<file path="src/rtl/serdesphy_pkg.sv">
// Shared state encoding and default timing for the SerDes PHY bring-up sequencer.
// Defaults assume the 24 MHz reference clock.
package serdesphy_pkg;

   typedef enum logic [2:0] {
      SEQ_IDLE     = 3'd0,
      SEQ_PLL_RST  = 3'd1,
      SEQ_PLL_WAIT = 3'd2,
      SEQ_CDR_RST  = 3'd3,
      SEQ_CDR_WAIT = 3'd4,
      SEQ_READY    = 3'd5,
      SEQ_FAULT    = 3'd6
   } seq_state_e;

   localparam int DEF_RST_PULSE   = 48;
   localparam int DEF_PLL_TIMEOUT = 24000;
   localparam int DEF_CDR_TIMEOUT = 12000;
   localparam int DEF_LOCK_FILTER = 16;
   localparam int DEF_MAX_RETRIES = 3;

   localparam logic [3:0] RETRY_SAT = 4'd15;

   function automatic int max3(input int a, input int b, input int c);
      int m;
      m = (a > b) ? a : b;
      return (m > c) ? m : c;
   endfunction

endpackage

</file>
<file path="src/rtl/serdesphy_lock_filter.sv">
// Raw-lock qualifier: stable on the LOCK_FILTER-th consecutive high sample, lost after two lows.
// Combinational outputs off registered history; no backpressure.
module serdesphy_lock_filter
   import serdesphy_pkg::*;
#(
   parameter int LOCK_FILTER = DEF_LOCK_FILTER
) (
   input  logic i_clk,
   input  logic i_rst,
   input  logic i_lock_raw,
   output logic o_lock_stable,
   output logic o_lock_lost
);

   localparam int            CW  = $clog2(LOCK_FILTER + 1);
   localparam logic [CW-1:0] SAT = CW'(LOCK_FILTER);

   logic [CW-1:0] r_run;
   logic          r_prev_raw;
   logic [CW-1:0] w_run_nxt;

   always_comb begin
      w_run_nxt = '0;
      if (i_lock_raw) begin
         w_run_nxt = (r_run == SAT) ? SAT : r_run + CW'(1);
      end
   end

   // r_prev_raw resets high so a single low right after reset is not a loss.
   always_ff @(posedge i_clk) begin
      if (i_rst) begin
         r_run      <= '0;
         r_prev_raw <= 1'b1;
      end else begin
         r_run      <= w_run_nxt;
         r_prev_raw <= i_lock_raw;
      end
   end

   assign o_lock_stable = (w_run_nxt == SAT);
   assign o_lock_lost   = !i_lock_raw && !r_prev_raw;

endmodule

</file>
<file path="src/rtl/serdesphy_link_seq.sv">
// PLL/CDR bring-up and recovery sequencer with retry counting and sticky fault.
// All outputs registered from the next state; no backpressure.
module serdesphy_link_seq
   import serdesphy_pkg::*;
#(
   parameter int RST_PULSE   = DEF_RST_PULSE,
   parameter int PLL_TIMEOUT = DEF_PLL_TIMEOUT,
   parameter int CDR_TIMEOUT = DEF_CDR_TIMEOUT,
   parameter int LOCK_FILTER = DEF_LOCK_FILTER,
   parameter int MAX_RETRIES = DEF_MAX_RETRIES
) (
   input  logic       i_clk_ref_24m,
   input  logic       i_rst,
   input  logic       i_phy_en,
   input  logic       i_power_good,
   input  logic       i_sw_restart,
   input  logic       i_pll_lock_raw,
   input  logic       i_cdr_lock_raw,
   output logic       o_pll_rst_out,
   output logic       o_cdr_rst_out,
   output logic       o_tx_enable,
   output logic       o_rx_enable,
   output logic       o_phy_ready,
   output logic [2:0] o_seq_state,
   output logic [3:0] o_retry_count,
   output logic       o_seq_error
);

   localparam int               CNT_W     = $clog2(max3(PLL_TIMEOUT, CDR_TIMEOUT, RST_PULSE) + 1);
   localparam logic [CNT_W-1:0] RST_LAST  = CNT_W'(RST_PULSE - 1);
   localparam logic [CNT_W-1:0] PLL_LAST  = CNT_W'(PLL_TIMEOUT - 1);
   localparam logic [CNT_W-1:0] CDR_LAST  = CNT_W'(CDR_TIMEOUT - 1);
   localparam logic [3:0]       RETRY_MAX = 4'(MAX_RETRIES);

   seq_state_e       r_state, w_state_nxt, w_fail_dst;
   logic [CNT_W-1:0] r_cnt;
   logic [3:0]       r_retry, w_retry_nxt, w_retry_inc;
   logic             r_error, w_error_nxt;
   logic             w_fail, w_restart, w_cnt_clr;
   logic             w_pll_stable, w_pll_lost, w_cdr_stable, w_cdr_lost;
   logic             r_pll_rst, r_cdr_rst, r_enable;
   logic             w_pll_rst, w_cdr_rst, w_enable;

   serdesphy_lock_filter #(.LOCK_FILTER(LOCK_FILTER)) u_pll_filt (
      .i_clk         (i_clk_ref_24m),
      .i_rst         (i_rst),
      .i_lock_raw    (i_pll_lock_raw),
      .o_lock_stable (w_pll_stable),
      .o_lock_lost   (w_pll_lost)
   );

   serdesphy_lock_filter #(.LOCK_FILTER(LOCK_FILTER)) u_cdr_filt (
      .i_clk         (i_clk_ref_24m),
      .i_rst         (i_rst),
      .i_lock_raw    (i_cdr_lock_raw),
      .o_lock_stable (w_cdr_stable),
      .o_lock_lost   (w_cdr_lost)
   );

   assign w_retry_inc = (r_retry == RETRY_SAT) ? RETRY_SAT : r_retry + 4'd1;

   always_comb begin
      w_state_nxt = r_state;
      w_retry_nxt = r_retry;
      w_error_nxt = r_error;
      w_fail      = 1'b0;
      w_fail_dst  = SEQ_PLL_RST;
      w_restart   = 1'b0;
      if (!i_phy_en || !i_power_good) begin
         w_state_nxt = SEQ_IDLE;
         w_retry_nxt = '0;
         if (!i_phy_en) w_error_nxt = 1'b0;
      end else if (i_sw_restart) begin
         w_state_nxt = SEQ_PLL_RST;
         w_retry_nxt = '0;
         w_error_nxt = 1'b0;
         w_restart   = 1'b1;
      end else begin
         case (r_state)
            SEQ_IDLE:     w_state_nxt = SEQ_PLL_RST;
            SEQ_PLL_RST:  if (r_cnt == RST_LAST) w_state_nxt = SEQ_PLL_WAIT;
            SEQ_PLL_WAIT: begin
               if (w_pll_stable)           w_state_nxt = SEQ_CDR_RST;
               else if (r_cnt == PLL_LAST) w_fail      = 1'b1;
            end
            SEQ_CDR_RST: begin
               if (w_pll_lost)             w_fail      = 1'b1;
               else if (r_cnt == RST_LAST) w_state_nxt = SEQ_CDR_WAIT;
            end
            SEQ_CDR_WAIT: begin
               if (w_pll_lost)             w_fail      = 1'b1;
               else if (w_cdr_stable)      w_state_nxt = SEQ_READY;
               else if (r_cnt == CDR_LAST) w_fail      = 1'b1;
            end
            SEQ_READY: begin
               // PLL loss wins: the CDR cannot recover without a good PLL.
               if (w_pll_lost) begin
                  w_fail = 1'b1;
               end else if (w_cdr_lost) begin
                  w_fail     = 1'b1;
                  w_fail_dst = SEQ_CDR_RST;
               end
            end
            SEQ_FAULT:    w_state_nxt = SEQ_FAULT;
            default:      w_state_nxt = SEQ_IDLE;
         endcase
         if (w_fail) begin
            w_retry_nxt = w_retry_inc;
            if (w_retry_inc == RETRY_MAX) begin
               w_state_nxt = SEQ_FAULT;
               w_error_nxt = 1'b1;
            end else begin
               w_state_nxt = w_fail_dst;
            end
         end
         if (w_state_nxt == SEQ_READY && r_state != SEQ_READY) w_retry_nxt = '0;
      end
   end

   assign w_cnt_clr = (w_state_nxt != r_state) || w_restart;

   // Output decode from the next state keeps every output registered and aligned with o_seq_state.
   always_comb begin
      w_pll_rst = 1'b1;
      w_cdr_rst = 1'b1;
      w_enable  = 1'b0;
      case (w_state_nxt)
         SEQ_PLL_WAIT,
         SEQ_CDR_RST:  w_pll_rst = 1'b0;
         SEQ_CDR_WAIT: begin
            w_pll_rst = 1'b0;
            w_cdr_rst = 1'b0;
         end
         SEQ_READY: begin
            w_pll_rst = 1'b0;
            w_cdr_rst = 1'b0;
            w_enable  = 1'b1;
         end
         default: ;
      endcase
   end

   always_ff @(posedge i_clk_ref_24m) begin
      if (i_rst) begin
         r_state   <= SEQ_IDLE;
         r_cnt     <= '0;
         r_retry   <= '0;
         r_error   <= 1'b0;
         r_pll_rst <= 1'b1;
         r_cdr_rst <= 1'b1;
         r_enable  <= 1'b0;
      end else begin
         r_state   <= w_state_nxt;
         r_retry   <= w_retry_nxt;
         r_error   <= w_error_nxt;
         r_pll_rst <= w_pll_rst;
         r_cdr_rst <= w_cdr_rst;
         r_enable  <= w_enable;
         if (w_cnt_clr)           r_cnt <= '0;
         else if (r_cnt != '1)    r_cnt <= r_cnt + CNT_W'(1);
      end
   end

   assign o_pll_rst_out = r_pll_rst;
   assign o_cdr_rst_out = r_cdr_rst;
   assign o_tx_enable   = r_enable;
   assign o_rx_enable   = r_enable;
   assign o_phy_ready   = r_enable;
   assign o_seq_state   = r_state;
   assign o_retry_count = r_retry;
   assign o_seq_error   = r_error;

endmodule

</file>
<file path="config.mk">
export PLATFORM = sky130hd
export DESIGN_NAME = serdesphy_link_seq
export DESIGN_NICKNAME = d
export VERILOG_FILES = /design/src/rtl/serdesphy_pkg.sv /design/src/rtl/serdesphy_lock_filter.sv /design/src/rtl/serdesphy_link_seq.sv
export SDC_FILE = /design/constraint.sdc
export NUM_CORES = 1
export LEC_CHECK = 0
export ABC_AREA = 1
export CAP_MARGIN = 20
export CORE_UTILIZATION = 60
export CTS_BUF_LIST = sky130_fd_sc_hd__clkbuf_4
export DETAILED_ROUTE_END_ITERATION = 6
export PLACE_DENSITY_LB_ADDON = 0.3
export REMOVE_ABC_BUFFERS = 1
export SYNTH_ARGS = -nofsm -noshare
export SYNTH_HDL_FRONTEND = slang
export SYNTH_SLANG_ARGS = --single-unit
</file>
<file path="constraint.sdc">
create_clock -name i_clk_ref_24m -period 2.5 [get_ports i_clk_ref_24m]
set_clock_uncertainty 0.2 [all_clocks]
set_input_delay 0.625 -clock i_clk_ref_24m [delete_from_list [all_inputs] [get_ports i_clk_ref_24m]]
set_output_delay 0.625 -clock i_clk_ref_24m [all_outputs]
set_load 0.02 [all_outputs]
</file>
# [Word level (Yosys, flattened, before mapping)]
# Index checks and enable logic that the tools add are counted.
[totals] ff_bits=38 latchBits=0 mem_bits_rw=0 rom_bits=0 in_bits=7 output_inout_bits=13 elab_cells=100 n_memories=0
[classes] addsub=4 mul=0 n_div=0 magnitude_cmp=0 n_eq_ne=24 n_shift=0 n_mux=42 bitwise_logic=0 reduce_logical=19
[op_table] operator="2-to-1 mux 3 bit" count=12
[op_table] operator="one-hot mux 3 bit (7 select lines)" count=1
[op_table] operator="== test 5 bit (second input constant)" count=4
[op_table] operator="2-to-1 mux 1 bit" count=20
[op_table] operator="2-to-1 mux 5 bit" count=4
[op_table] operator="== test 3 bit (second input constant)" count=6
[op_table] operator="adder 15 x 1 -> 15 bit (second input constant)" count=1
[op_table] operator="== test 15 x 14 -> 1 bit (second input constant)" count=1
[op_table] operator="== test 15 bit (second input constant)" count=1
[op_table] operator="== test 15 x 6 -> 1 bit (second input constant)" count=1
[op_table] operator="inequality test 15 bit (second input constant)" count=1
[op_table] operator="== test 3 x 2 -> 1 bit (second input constant)" count=4
[op_table] operator="adder 5 x 1 -> 5 bit (second input constant)" count=2
[op_table] operator="OR reduction 4 bit" count=2
[op_table] operator="zero test 1 bit" count=6
[op_table] operator="2-to-1 mux 2 bit" count=3
[op_table] operator="nonzero test 3 bit" count=2
[op_table] operator="adder 4 x 1 -> 4 bit (second input constant)" count=1
[op_table] operator="== test 4 x 2 -> 1 bit (second input constant)" count=1
[op_table] operator="== test 4 bit (second input constant)" count=1
[op_table] operator="2-to-1 mux 4 bit" count=1
[op_table] operator="one-hot mux 1 bit (4 select lines)" count=1
[op_table] operator="OR reduction 2 bit" count=2
[op_table] operator="== test 3 x 1 -> 1 bit (second input constant)" count=1
[op_table] operator="7 further kinds" count=10

# [Longest topological paths before layout]
# Gate-level depths: netlist of the first run.
[depth] depth_word=17 mapped_depth=22 mapped_depth_nobuf=21

# [Hierarchy]
# A second synthesis of the first run with hierarchy kept.
[unflattened] hier_cells=343 hier_area_um2=2267.2
[by_module_without_submodules] mod="serdesphy_link_seq" n_inst=1 cells_per_inst=253 area_each_um2=1646.6 seq_area_each_um2=520.5
[by_module_without_submodules] mod="serdesphy_lock_filter at u_cdr_filt" n_inst=1 cells_per_inst=48 area_each_um2=327.8 seq_area_each_um2=120.1
[by_module_without_submodules] mod="serdesphy_lock_filter at u_pll_filt" n_inst=1 cells_per_inst=42 area_each_um2=292.8 seq_area_each_um2=120.1

# [Worst setup path after synthesis of the first run]
# No wires, ideal clock.
[synth_path] path_type="in2reg" from="input port i_cdr_lock_raw" to="register r_cnt[1]" setup_ns=0.117 arrival_time_ns=1.965 required_ns=2.183 setup_slack_ns=0.218 cell_stages=19 n_path_buf=1 cell_sequence="inv_1 -> nor2_1 -> nand2_1 -> nand2_1 -> nor2_1 -> nand2_1 -> nand2_1 -> nand2_1 -> nand2_1 -> nand2_2 -> nand2_4 -> nand2_1 -> nand3_1 -> nand2_1 -> nand2_1 -> nand2_1 -> nand3_2 -> buf_6 -> nor2_2"
[synth_between] elab_chain_cells=15 elab_cells_between_ends=26 classes_between="2 x eq/ne; 20 x mux; 4 x reduce/logical"
[synth_lines] element="start, declared" line_no="serdesphy_link_seq.sv:18" text="input logic i_cdr_lock_raw,"
[synth_lines] element="2-to-1 mux 5 bit / zero test 1 bit (equally long branches)" line_no="serdesphy_lock_filter.sv:24, serdesphy_lock_filter.sv:41"
[synth_lines] element="== test 5 bit / logical AND 1 bit (equally long branches)" line_no="serdesphy_lock_filter.sv:40, serdesphy_lock_filter.sv:41"
[synth_lines] element="2-to-1 mux 1 bit, on equally long branches" line_no="serdesphy_link_seq.sv:92, serdesphy_link_seq.sv:99"
[synth_lines] element="2-to-1 mux 1 bit, on equally long branches" line_no="serdesphy_link_seq.sv:91, serdesphy_link_seq.sv:97"
[synth_lines] element="one-hot mux 1 bit (4 select lines)" line_no="serdesphy_link_seq.sv:79" text="case (r_state)"
[synth_lines] element="2-to-1 mux 1 bit" line_no="serdesphy_link_seq.sv:73" text="end else if (i_sw_restart) begin"
[synth_lines] element="2-to-1 mux 1 bit" line_no="serdesphy_link_seq.sv:69" text="if (!i_phy_en || !i_power_good) begin"
[synth_lines] element="2-to-1 mux 3 bit (*)" line_no="serdesphy_link_seq.sv:107" text="if (w_fail) begin"
[synth_lines] element="2-to-1 mux 3 bit (*)" line_no="serdesphy_link_seq.sv:73"
[synth_lines] element="2-to-1 mux 3 bit (*)" line_no="serdesphy_link_seq.sv:69"
[synth_lines] element="2-to-1 mux 3 bit (*)" line_no="serdesphy_link_seq.sv:73"
[synth_lines] element="2-to-1 mux 3 bit (*)" line_no="serdesphy_link_seq.sv:69"
[synth_lines] element="inequality test 3 bit (*)" line_no="serdesphy_link_seq.sv:120" text="assign w_cnt_clr = (w_state_nxt != r_state) || w_restart;"
[synth_lines] element="logical OR 1 bit (*)" line_no="serdesphy_link_seq.sv:120"
[synth_lines] element="OR reduction 2 bit (no source line) (*)"
[synth_lines] element="end signal, assigned" line_no="serdesphy_link_seq.sv:160" text="else if (r_cnt != '1) r_cnt <= r_cnt + CNT_W'(1);"
[synth_lines] element="end, declared" line_no="serdesphy_link_seq.sv:36" text="logic [CNT_W-1:0] r_cnt;"
# Mark *: on every way between the ends. The rest lies on a longest branch, timed or not. The select of a mux whose other input is x is not followed.
# A chain may end at the register's enable or synchronous reset.

# [Worst setup path in the final report of the first run]
[layout_path] from="input port i_cdr_lock_raw" to="register r_cnt[9]"
# The elaborated chain is that of the path after synthesis.

==> impl_results.md, run 1 <==
- Final worst slack: -261 ps
- Post-synth cell types: 32
- Clk Latency, worst-skew pair: 360 ps
- Post-Place Cell Area: approximately 2600 um2
- Synthesized cell area: 2250 um2
- Reg2reg setup slack: -260 ps
- Switching part of the total power: 24.8%
- Vias per cell: 5.52
- Hold Vio Cnt, Final: 0
- Switching power: around 0.29 mW
- CP Class: primary input to flip-flop
- Worst Path Max Fanout: 7
- Crit path depth: 20
- Worst-Margin Slew: 351 ps
- Tot GR Track Use: a little over a quarter
- RSZ-0062 raised after global routing: yes
- Place WS: -485 ps
- Failing checks: setup timing
- Area growth syn-to-layout: 33.3%
- Sequential Power Share: a little over half
- Reg-to-reg endpoint: r_cnt[9]$_SDFFE_PP0P_
- Final nets: 397
- CTS Hold Bufs: 0
- H-tree depth: 2
- CP endpoint: r_cnt[9]$_SDFFE_PP0P_
- Die Wd: 63.2 um
- Number of port buffers: 19
- Antenna violations before repair: 0
- Final setup violation count: 15
- CTS Buf Count: 5
- Final slew viol count: 0
- Layout cells sized above 1: 29.4%
- Top cell type's share of synthesized area: 33.8%
- Largest net degree at the start of global routing: 16
- HP Class: flip-flop to flip-flop
- Sequential fraction of the synthesis area: ~34%
- Die height: 63.2 um
- Clock Sink Count: 38
- DRT antenna net count: 0
- Relative slew slack: approximately 76%
- Synth area leader: dfxtp_1
- Cells after synthesis: 333
- Rows: 21
- Root Buffer: clkbuf_4
- Worst r2r src: u_pll_filt.r_run[0]$_SDFF_PP0_
- Fin crit period: 2760 ps
- Worst-path clk slew: 120 ps
- DR iter-0 viols: 161
- Comb power frac: under 10%
- First-pass DRT Iterations: 4
- Type of destination of the critical path: flip-flop
- Layout Cell Area excl Fill: 3000 um2
- Power Density: ~390 nW/um2
- Post-synthesis register bit count: 38
- I/O pins: 20
- Outcome: finished with violations
- Power share of the clock group: 37.0%
- Most common cell after layout, fill and taps aside: nand2_1
- Dpl hpwl: 3.73 mm
- CP Buf/Inv Count: 3
- Avg Inst Size Synth: between 6 and 7 um2
- DIE AREA: 4000 um2
- CTS Buffer Depth: 2
- CP startpoint kind: primary input
- CTS tree: done
- R2R cell count: 19
- Crit path DAT: around 2900 ps
- Leak: approximately 1.3 nW
- Pint: 0.869 mW
- Global placement routability congestion: 0.928
- Starting Density: 64.9%
- Via Count: 2,372
- Most frequent CP cell: nand2_1
- Crit path launch: i_cdr_lock_raw
- Yosys warnings: 0
- Crit path cell chain: clkdlybuf4s15_1, inv_1, nor2_1, nand2_2, nand2_1, nor2_2, nand2_2, nand2_1, nand2_1, nand2_1, nand2_2, nand2_4, nand2_4, nand3_2, nand2_1, nand2_1, nor2_2, nand3_2, clkbuf_16, nor2_1
- CP peak stage delay: 300 ps
- Most frequent cells in the layout: 53 x nand2_1, 47 x nor2_1, 44 x inv_1, 31 x dfxtp_1, 29 x buf_4
- Core footprint: 3470 um2
- Number of max-cap violations: 0
- First-pass GRT wire length: 8.64 mm
- Overflow after GRT: 0
- Per-cell routed wire length: approximately 14 um
- Inserted Diodes: 0
- CP max-delay cell: clkdlybuf4s15_1
- Placed cells: about 410
- Peak Freq: 0.362 GHz
- Vias in the first global route: 2,061
- Worst path required time: 2590 ps
- Layout filler cell count: approximately 170
- Synth area leaders: dfxtp_1 34%, nand2_1 10%, nor2_1 9.2%, inv_1 7.8%, nand3_1 7.3%
- Final std cells w/o fill: 430
- Largest delay share family, worst path: simple AND/OR/NAND/NOR gates
- Final period util: 110%
- Maximum vdd drop: 0.000343 V
- Routed WL: 6.01 mm
- # DRC: 0
[cell usage after synthesis]
cell type	number
nand2_1	62
nor2_1	55
inv_1	47
dfxtp_1	38
nand3_1	33
nand4_1	12
nor2_2	12
xor2_1	10
a21oi_1	9
ha_1	7
nand2_2	6
nor3_1	6
o21ai_0	5
nand3_2	4
buf_4	3
inv_2	3
buf_2	2
clkinv_1	2
nor2_4	2
nor4_2	2
o21bai_1	2
a221oi_1	1
a311oi_1	1
buf_6	1
clkbuf_1	1
mux2i_1	1
nand2_4	1
nand3b_1	1
nor3_2	1
o21ai_1	1
o22ai_1	1
xnor2_1	1
[state kept, by name (all words and copies together) (netlist names)]
register               cells
o_phy_ready                1
o_seq_state                3
u_cdr_filt.r_prev_raw      1
u_pll_filt.r_run           5
u_pll_filt.r_prev_raw      1
o_retry_count              4
r_cnt                     15
o_cdr_rst_out              1
u_cdr_filt.r_run           5
o_seq_error                1
o_pll_rst_out              1
[logic make-up (layout without fill, tap and decap cells)]
logic type,count (synthesis),count (layout),share of synthesized area (%)
AOI/OAI and AO/OA,20,20,5.06
xor gates and xnor gates,11,11,4.28
adders and majority gates,7,7,3.89
buffers and inverters,59,110,10.8
DFF,38,38,33.8
muxes,1,1,0.445
and+or+nand+nor,197,197,41.7
[tightest hold or removal path, cell delays in order (launching register included)]
cell	delay [ps]
dfxtp_1	330
inv_1	60
a221oi_2	60
[layer usage]
metal  vias up  routed length, um  GRT usage, %
li1       1163                  -             -
met1      1095               2510          33.8
met2       100               3000          46.2
met3        14                388          5.80
met4         0                112          8.52
met5         -                  0             0
[metrics by stage]
step / setup TNS (ps) / utilization (%) / power (mW) / hold slack (ps)
global placement: -7410 / 76.0 / 0.711 / 262
detailed placement: -9970 / 76.0 / 0.714 / 274
finish: -2730 / 86.5 / 1.16 / 281
floorplan: 0 / - / 0.670 / 324
global route: -5970 / 86.5 / 1.19 / 315
CTS: 0 / 78.5 / 1.13 / 296
[what timing repair did]
item	in CTS	in global routing
endpoints found under the setup margin	16	23
pin swaps	0	18
setup buffers	0	7
gates cloned	0	1
resized for setup	5	60
[area by class of cell]
| type | count | area (um2) | share of cell area (%) |
|---|---|---|---|
| Tap cell | 46 | 57.6 | 1.92 |
| Clock buffer | 5 | 37.5 | 1.25 |
| Clock inverter | 3 | 45.0 | 1.50 |
| Multi-Input combinational cell | 236 | 1430 | 47.7 |
| Timing Repair Buffer | 50 | 452 | 15.1 |
| Sequential cell | 38 | 779 | 26.0 |
| Inverter | 52 | 198 | 6.59 |
[power groups by stage]
| stage | clock network [mW] | logic, mW | registers, mW |
|---|---|---|---|
| 4_1_cts | 0.434 | 0.0778 | 0.623 |
| 3_5_place_dp | 0 | 0.0781 | 0.636 |
| 5_1_grt | 0.454 | 0.113 | 0.624 |
| 3_3_place_gp | 0 | 0.0750 | 0.635 |
| 6_report | 0.428 | 0.105 | 0.623 |
| 2_1_floorplan | 0 | 0.0357 | 0.634 |
[how the worst min path moves through the flow]
stage	from	to	slack, ps	cells past startpoint
2_1_floorplan	r_cnt[1]$_SDFFE_PP0P_	r_cnt[1]$_SDFFE_PP0P_	320	2
3_3_place_gp	o_seq_error$_SDFFE_PP0P_	o_seq_error$_SDFFE_PP0P_	260	2
3_5_place_dp	o_seq_error$_SDFFE_PP0P_	o_seq_error$_SDFFE_PP0P_	270	2
4_1_cts	o_seq_error$_SDFFE_PP0P_	o_seq_error$_SDFFE_PP0P_	300	2
5_1_grt	o_seq_error$_SDFFE_PP0P_	o_seq_error$_SDFFE_PP0P_	320	2
6_report	o_seq_error$_SDFFE_PP0P_	o_seq_error$_SDFFE_PP0P_	280	2
No activity file was read; power rests on OpenSTA's default activity.
==> inputs of run 2 (changes only) <==
Settings changed: CAP_MARGIN 20 to not set.
==> results of run 2 <==
Same layout as run 1: the final DEF is identical, and so are final timing and power.
==> inputs of run 3 (changes only) <==
Settings changed: MAX_ROUTING_LAYER set to met4, SYNTH_HIERARCHICAL set to 1, TNS_END_PERCENT set to 10.
==> impl_results.md, run 3 <==
- Outcome: finished with violations
- Failing checks: setup timing
- Synth area leaders: dfxtp_1 34%, nand2_1 12%, nor2_1 11%, inv_1 7.6%, nand3_1 5.3%
- Most frequent CP cell: nand2_2
- Max reg flops: 15 (unchanged)
- Rows: 21 (unchanged)
- Die Wd: 63.5 um (+0.38%)
- Tot GR Track Use: 28.0% (+0.97 points)
- Power share of the clock group: 28.1% (-8.9 points)
- CTS Buffer Depth: 2 (unchanged)
- Type of destination of the critical path: flip-flop
- Dpl hpwl: 3.72 mm (about the same)
- Most frequent cells in the layout: 65 x nand2_1, 63 x nor2_1, 43 x inv_1, 34 x dfxtp_1, 27 x buf_4
- Avg Inst Size Synth: 6.61 um2 (-2.2%)
- Final nets: 404 (+1.8%)
- Die height: 63.5 um (+0.38%)
- Number of max-cap violations: 0 (unchanged)
- Post-synthesis register bit count: 38 (unchanged)
- Vias in the first global route: 2,120 (+2.9%)
- Relative slew slack: 73.6% (-2.9 points)
- CP Buf/Inv Count: 2 (-1)
- Pint: 0.757 mW (-13%)
- I/O pins: 20 (unchanged)
- Antenna violations before repair: 0 (unchanged)
- Sequential fraction of the synthesis area: 33.6% (-0.26 points)
- Core footprint: 3470 um2 (unchanged)
- CP endpoint: r_cnt[6]$_SDFFE_PP0P_
- Biggest register: r_cnt
- Clock Sink Count: 38 (unchanged)
- Biggest regs: r_cnt (15), u_cdr_filt/r_run (5), u_pll_filt/r_run (5)
- DIE AREA: 4030 um2 (+0.76%)
- Cell with the most instances after synthesis: nand2_1
- Final setup violation count: 15 (unchanged)
- CTS Hold Bufs: 0 (unchanged)
- Layout cells sized above 1: 22.1% (-7.4 points)
- Final worst slack: -58.0 ps (+203 ps)
- Worst Path Max Fanout: 15 (+8)
- Layout filler cell count: 260 (+51%)
- Crit path DAT: 2650 ps (-200 ps)
- DRT antenna net count: 0 (unchanged)
- Root Buffer: clkbuf_4
- Post-synth cell types: 31 (-3.1%)
- Final slew viol count: 0 (unchanged)
- DR iter-0 viols: 113 (-30%)
- Worst path required time: 2590 ps (about the same)
- CP max-delay cell: dfxtp_4
- Post-synth top cells: 71 x nand2_1, 67 x nor2_1, 46 x inv_1
- Overflow after GRT: 0 (unchanged)
- Post-Synth Simple-Gate Area: 42.5% (+0.84 points)
- Switching power: 0.252 mW (-12%)
- Cells after synthesis: 343 (+3.0%)
- Starting Density: 65.4% (+0.51 points)
- Inserted Diodes: 0 (unchanged)
- EDFF count, synth: 0 (unchanged)
- Crit path depth: 21 (+5.0%)
- Hold Vio Cnt, Final: 0 (unchanged)
- Synth async-reset ratio: 0% (unchanged)
- Peak Freq: 0.391 GHz (+7.9%)
- CP Class: flip-flop to flip-flop
- RSZ-0062 raised after global routing: yes
- CTS tree: done
- Per-cell routed wire length: 11.3 um (-19%)
- Via Count: 2,269 (-4.3%)
- Global placement routability congestion: 0.907 (-2.3%)
- Switching part of the total power: 25.0% (+0.19 points)
- Fin util: 80.7% (-5.7 points)
- Worst-Margin Slew: 392 ps (+40.7 ps)
- XOR/XNOR share of the synthesized area: 3.86% (-0.42 points)
- HP Class: flip-flop to flip-flop
- Leak: 1.18 nW (-7.4%)
- Synth Area in Compound Gates: 5.52% (+0.46 points)
- Final period util: 102% (-8.1 points)
- Crit path cell chain: ha_1, nand2_2, inv_2, nor2_2, nand3_1, nand3_1, nor2_2, nor2_1, nand2_1, nor2_1, nand3_2, nand2_2, nor2_4, nand2_2, nand3_2, nand2_1, nand2_1, nor2_1, nand2_2, buf_12, nor2_2
- Area growth syn-to-layout: 23.5%
- Synth area leader: dfxtp_1
- Top cell type's share of synthesized area: 33.6% (-0.26 points)
- First-pass DRT Iterations: 4 (unchanged)
- Adder-Cell Fraction of Synth Area: 3.31% (-0.58 points)
- Number of port buffers: 19 (unchanged)
- Sequential Power Share: 61.9% (+8.0 points)
- Worst-path clk slew: 100 ps (-20 ps)
- Yosys warnings: 6 (+6)
- Fin crit period: 2560 ps (-203 ps)
- Main synth FF type: dfxtp_1
- Reg2reg setup slack: -60 ps (+200 ps)
- R2R cell count: 21 (+2)
- # DRC: 0 (unchanged)
- Crit path launch: u_pll_filt/r_run[0]$_SDFF_PP0_
- Synthesized cell area: 2270 um2 (+0.78%)
- Most common cell after layout, fill and taps aside: nand2_1
- Largest delay share family, worst path: simple AND/OR/NAND/NOR gates
- Power Density: 360 nW/um2 (-6.5%)
- Reg-to-reg endpoint: r_cnt[6]$_SDFFE_PP0P_
- Comb power frac: 10.1% (+1.0 points)
- CP peak stage delay: 380 ps (+80 ps)
- Post-route setup TNS: -724 ps (+2000 ps)
- CP startpoint kind: flip-flop
- CTS Buf Count: 5 (unchanged)
- Mux contribution to synthesized area: 0.442% (-0.0034 points)
- First-pass GRT wire length: 8.79 mm (+1.8%)
- H-tree depth: 2 (unchanged)
- Place WS: -672 ps (-187 ps)
- Maximum vdd drop: 0.000247 V (-28%)
- Largest net degree at the start of global routing: 18 (+2)
- Combinational family with the most area after synthesis: simple AND/OR/NAND/NOR gates
- Clk Latency, worst-skew pair: 340 ps (-20 ps)
- Vias per cell: 5.20 (-5.7%)
- Routed WL: 4.94 mm (-18%)
- Worst r2r src: u_pll_filt/r_run[0]$_SDFF_PP0_
-- run 3: cell types whose count changed after synthesis, sizes merged, moves of 2 or more --
cell / change
a211oi: +2
nand2: +8
nand3: -7
nor2: +13
or2: +2
-- run 3: cell type report --
| class | instances | area, um2 | area share [%] |
|---|---|---|---|
| clock inverters | 1 | 3.75 | 0.134 |
| clock buffers | 5 | 37.5 | 1.34 |
| inverters | 51 | 191 | 6.84 |
| repair buffers | 47 | 410 | 14.7 |
| well taps | 46 | 57.6 | 2.06 |
| flip-flops and latches | 38 | 768 | 27.4 |
| multi-input cells | 248 | 1330 | 47.5 |
-- run 3: cell families (layout without fill, tap and decap cells) --
logic type | after synthesis | count (layout)
compound gates | 22 | 22
xor+xnor | 10 | 10
fa+ha+maj | 6 | 6
buf+inv | 57 | 104
flops | 38 | 38
mux | 1 | 1
simple gates | 209 | 209
-- run 3: metal layers --
layer / wire length [um] / track usage [%] / vias to the layer above / share of wire, %
li1: - / - / 1168 / -
met1: 2250 / 32.3 / 1027 / 45
met2: 2350 / 47.5 / 64 / 48
met3: 241 / 4.17 / 10 / 4.9
met4: 101 / 13.1 / 0 / 2.0
met5: 0 / - / - / 0
-- run 3: power groups by stage --
stage	clock [mW]	combinational [mW]	sequential (mW)
CTS	0.287	0.0986	0.624
detailed placement	0	0.0944	0.638
global placement	0	0.0916	0.637
floorplan	0	0.0462	0.637
finish	0.283	0.102	0.624
global route	0.314	0.114	0.626
-- run 3: worst min path at each step --
stage	startpoint	to	cells after the start
finish	o_retry_count[3]$_SDFFE_PP0P_	o_retry_count[3]$_SDFFE_PP0P_	2
global route	o_retry_count[1]$_SDFFE_PP0P_	o_retry_count[1]$_SDFFE_PP0P_	2
CTS	o_retry_count[1]$_SDFFE_PP0P_	o_retry_count[1]$_SDFFE_PP0P_	2
detailed placement	o_retry_count[3]$_SDFFE_PP0P_	o_retry_count[3]$_SDFFE_PP0P_	2
global placement	o_retry_count[3]$_SDFFE_PP0P_	o_retry_count[3]$_SDFFE_PP0P_	2
floorplan	r_cnt[11]$_SDFFE_PP0P_	r_cnt[11]$_SDFFE_PP0P_	2
-- run 3: repair_timing --
item                       CTS  global route
gates resized for setup     19             8
setup buffers                0             3
setup endpoints to repair   20            23
pin swaps                    3             3
-- run 3: per-stage QoR --
| step | instances | total power, mW | cell area [um2] | hold slack, ps |
|---|---|---|---|---|
| floorplan | 337 | 0.683 | 2210 | 322 |
| detailed placement | 427 | 0.732 | 2660 | 310 |
| CTS | 433 | 1.01 | 2760 | 324 |
| global route | 436 | 1.05 | 2800 | 359 |
| finish | 436 | 1.01 | 2800 | 319 |
| global placement | 427 | 0.729 | 2660 | 296 |
-- run 3: worst register-to-register path, stage by stage, from the launching register on --
cell and delay [ps]:
dfxtp_4 380, ha_1 220, nand2_2 90, inv_2 50, nor2_2 80, nand3_1 110
nand3_1 100, nor2_2 50, nor2_1 80, nand2_1 60, nor2_1 100, nand3_2 110
nand2_2 100, nor2_4 50, nand2_2 100, nand3_2 70, nand2_1 60, nand2_1 50
nor2_1 120, nand2_2 80, buf_12 150, nor2_2 80
